## src/rtl/shl_rol_seq.sv

```systemverilog
// Iterative left shifter/rotator: SLL or ROL, one bit position per clock.
// Ports: clk, rst (sync, active high), start/mode/si/sv in; so/busy/done out.
module shl_rol_seq #(
    parameter int WIDTH = 16,
    parameter int SHW   = 4
) (
    input  logic             clk,
    input  logic             rst,
    input  logic             start,
    input  logic             mode,
    input  logic [WIDTH-1:0] si,
    input  logic [SHW-1:0]   sv,
    output logic [WIDTH-1:0] so,
    output logic             busy,
    output logic             done
);

    typedef enum logic [1:0] {
        IDLE  = 2'd0,
        SHIFT = 2'd1,
        DONE  = 2'd2
    } state_t;

    state_t           state_q;
    logic [WIDTH-1:0] so_q;
    logic [WIDTH-1:0] so_d;
    logic [SHW-1:0]   cnt_q;
    logic             mode_q;
    logic             busy_q;
    logic             done_q;

    // One-position step; ROL feeds the old MSB back into the LSB.
    always_comb begin
        so_d = {so_q[WIDTH-2:0], 1'b0};
        if (mode_q) begin
            so_d[0] = so_q[WIDTH-1];
        end
    end

    always_ff @(posedge clk) begin
        if (rst) begin
            state_q <= IDLE;
            so_q    <= '0;
            cnt_q   <= '0;
            mode_q  <= 1'b0;
            busy_q  <= 1'b0;
            done_q  <= 1'b0;
        end else begin
            unique case (state_q)
                IDLE, DONE: begin
                    if (start) begin
                        so_q   <= si;
                        mode_q <= mode;
                        cnt_q  <= sv;
                        // A zero shift skips straight to the result cycle.
                        if (sv != '0) begin
                            state_q <= SHIFT;
                            busy_q  <= 1'b1;
                            done_q  <= 1'b0;
                        end else begin
                            state_q <= DONE;
                            busy_q  <= 1'b0;
                            done_q  <= 1'b1;
                        end
                    end else begin
                        state_q <= IDLE;
                        busy_q  <= 1'b0;
                        done_q  <= 1'b0;
                    end
                end
                SHIFT: begin
                    so_q  <= so_d;
                    cnt_q <= cnt_q - 1'b1;
                    if (cnt_q == SHW'(1)) begin
                        state_q <= DONE;
                        busy_q  <= 1'b0;
                        done_q  <= 1'b1;
                    end
                end
                default: begin
                    state_q <= IDLE;
                    busy_q  <= 1'b0;
                    done_q  <= 1'b0;
                end
            endcase
        end
    end

    assign so   = so_q;
    assign busy = busy_q;
    assign done = done_q;

endmodule

```

## config.mk

```make
export PLATFORM = sky130hd
export DESIGN_NAME = shl_rol_seq
export DESIGN_NICKNAME = d
export VERILOG_FILES = /design/src/rtl/shl_rol_seq.sv
export SDC_FILE = /design/constraint.sdc
export NUM_CORES = 1
export LEC_CHECK = 0
export CORE_MARGIN = 3
export CORE_UTILIZATION = 43
export DETAILED_ROUTE_END_ITERATION = 10
export PLACE_DENSITY = 0.9
export SLEW_MARGIN = 20
export SYNTH_ARGS = -nofsm -noshare
export SYNTH_HDL_FRONTEND = slang
export SYNTH_SLANG_ARGS = --single-unit
```

## constraint.sdc

```tcl
create_clock -name clk -period 1.7 [get_ports clk]
set_clock_uncertainty 0.2 [all_clocks]
set_input_delay 0.34 -clock clk [delete_from_list [all_inputs] [get_ports clk]]
set_output_delay 0.34 -clock clk [all_outputs]
set_load 0.05 [all_outputs]
```

==> flow_metrics.env <==
export IMPL_hold_class="reg -> reg"
export IMPL_grt_pass1_wl_mm=4.995
export IMPL_p_per_area_nw_per_um2=916.9
export IMPL_firstDrtPassIters=4
export IMPL_synth_area_mux_share_pct=0
export IMPL_rsz0062_at_grt="false"
export IMPL_cp_top_family="simple AND/OR/NAND/NOR gates"
export IMPL_worst_ep_required_time_ns=1.73
export IMPL_crit_type="reg -> reg"
export IMPL_crit_path_top_delay_cell="or3_1"
export IMPL_yosys_most_used_dff="dfxtp_1"
export IMPL_finalMaxSlewViolations=0
export IMPL_fin_util_pct=75.03
export IMPL_whs_ns=0.2771
export IMPL_critical_path_max_stage_delay_ns=0.38
export IMPL_via_count=1148
export IMPL_placed_area_sq_um=1730
export IMPL_fin_crit_sh_pct=89.46
export IMPL_cp_arrival_ns=1.55
export IMPL_max_clock_freq_mhz=657.5
export IMPL_synth_cells=135
export IMPL_synth_compound_area_share_pct=20.96
export IMPL_io_pins=42
export IMPL_layout_drive_gt1_share_pct=17.71
export IMPL_wl_met2_mm=1.531
export IMPL_top_layer_used="met4"
export IMPL_seq_area_frac_synth_pct=43.05
export IMPL_clk_latency_ns=0.30
export IMPL_cts_sinks=24
export IMPL_critPathLaunchType="flop"
export IMPL_crit_buf_inv=0
export IMPL_synth_xor_xnor_area_share_pct=0
export IMPL_async_reset_ff_share_pct=0
export IMPL_cts_setup_buffers=0
export IMPL_syn_nets=161
export IMPL_p_leak_nw=0.6908
export IMPL_tightest_slew_ns=0.3172
export IMPL_ant_nets=0
export IMPL_final_hold_viol_count=0
export IMPL_ir_worst_vdd_mv=0.6714
export IMPL_grt_antenna_before_repair=0
export IMPL_ys_warn_count=0
export IMPL_row_count=17
export IMPL_post_cts_resized=0
export IMPL_cts_tree="built"
export IMPL_core_area_sq_um=2340
export IMPL_grt_max_degree=26
export IMPL_vias_per_cell=5.655
export IMPL_wl_met3_microns=237
export IMPL_final_nets=203
export IMPL_hold_buffers=0
export IMPL_yosys_register_bits=24
export IMPL_synth_simple_area_share_pct=24.78
export IMPL_drc=0
export IMPL_antenna_cells=0
export IMPL_clock_path_buffers=2
export IMPL_syn_avg_cell_area_sq_um=8.267
export IMPL_layout_common_cells="32 x nand2_1, 24 x dfxtp_1, 23 x clkdlybuf4s50_1, 20 x buf_12, 17 x nor2_1"
export IMPL_avgRoutedWirePerCell_microns=14.69
export IMPL_syn_to_final_growth_pct=57.29
export IMPL_wl_mm=2.983
export IMPL_fp_dieW_microns=56.95
export IMPL_synthAdderAreaFrac_pct=2.242
export IMPL_dieArea_sq_um=3243
export IMPL_path_clk_slew_ns=0.12
export IMPL_grt_pass1_vias=1124
export IMPL_grt_total_usage_pct=19.10
export IMPL_post_dp_hpwl_mm=2.257
export IMPL_relSlewSlack_pct=78.66
export IMPL_grt_overflow=0
export IMPL_synth_edf_count=0
export IMPL_mostFrequentLayoutCell="nand2_1"
export IMPL_met1_length_mm=1.195
export IMPL_setup_viol=0
export IMPL_htree_levels=1
export IMPL_netlist_area_sq_um=1116
export IMPL_end_kind="flop"
export IMPL_die_h_microns=56.95
export IMPL_synth_cell_type_count=27
export IMPL_period_minus_slack_ns=1.521
export IMPL_initial_core_util_pct=47.70
export IMPL_cap_violations=0
export IMPL_status="finished clean"
export IMPL_synth_top_family_by_area="simple AND/OR/NAND/NOR gates"
export IMPL_cp_max_fo=4
export IMPL_root_buffer="clkbuf_4"
export IMPL_design_area_sq_um=1755
export IMPL_cts_buffers=3
export IMPL_port_buffers=41
export IMPL_crit_path_frequent_cell="or3_1"
export IMPL_gp_congestion=0.8188
export IMPL_path_cells="or3_1, or3_1, a31oi_1"
export IMPL_drtIter0Drc=26
## kinds of logic (layout without fill, tap and decap cells)
group | count (synthesis) | after routing
flops | 24 | 24
buf+inv | 14 | 54
compound gates | 31 | 31
simple gates | 64 | 64
fa+ha+maj | 2 | 2
## metrics by stage
stage | total power, mW | std cells | worst slack (ns) | TNS [ns]
6_report | 1.609 | 203 | 0.1791 | 0
5_1_grt | 1.682 | 203 | 0.07880 | 0
4_1_cts | 1.618 | 203 | 0.1177 | 0
3_5_place_dp | 1.383 | 200 | -0.1106 | -1.197
3_3_place_gp | 1.361 | 200 | -0.03774 | -0.1944
2_1_floorplan | 1.050 | 135 | 0.01647 | 0
## metal layers
layer | GRT usage [%] | up-vias
li1 | - | 559
met3 | 2.941 | 4
met2 | 35.40 | 54
met4 | 4.967 | 0
met5 | 0 | -
met1 | 22.77 | 531
## worst register-to-register path: stages, from the launching register on
cell     delay, ns
dfxtp_1       0.35
or3_1         0.38
or3_1         0.34
a31oi_1       0.17
## final cells by class
cell class / count / area (sq um)
inverter: 3 / 11.26
fill: 177 / 584.3
multi-input combinational: 97 / 538.0
sequential: 24 / 480.5
clock buffer: 3 / 22.52
timing repair buffer: 48 / 668.1
tap: 28 / 35.03
## flip-flops by register name, indices dropped and copies added (netlist names)
name and cells:
cnt_q 4, busy 1, so 16, state_q 2, mode_q 1
## where the power goes
group	total, mW	switching, mW	internal, mW
Combinational	0.668	0.338	0.329
Clock	0.236	0.153	0.0827
Sequential	0.706	0.0782	0.627
Total	1.61	0.570	1.04
## cell usage after synthesis, types with 3 or more instances
cell       n  area share [%]
nand2_1   32              11
dfxtp_1   24              43
nor2_1    17             5.7
a311oi_1  15              12
a21oi_1    8             3.6
nand2b_1   4             2.2
buf_2      3             1.3
clkbuf_8   3             3.7
inv_1      3             1.0
nand3_1    3             1.3
## worst paths after layout
path	startpoint	end	slack, ns	cells past startpoint
setup / recovery	cnt_q[0]	cnt_q[3]	0.18	3
hold / removal	mode_q	mode_q	0.28	2
setup reg to reg	cnt_q[0]	cnt_q[3]	0.18	3
hold reg to reg	mode_q	mode_q	0.28	2
Note: power is estimated with default switching activity, not from simulation.
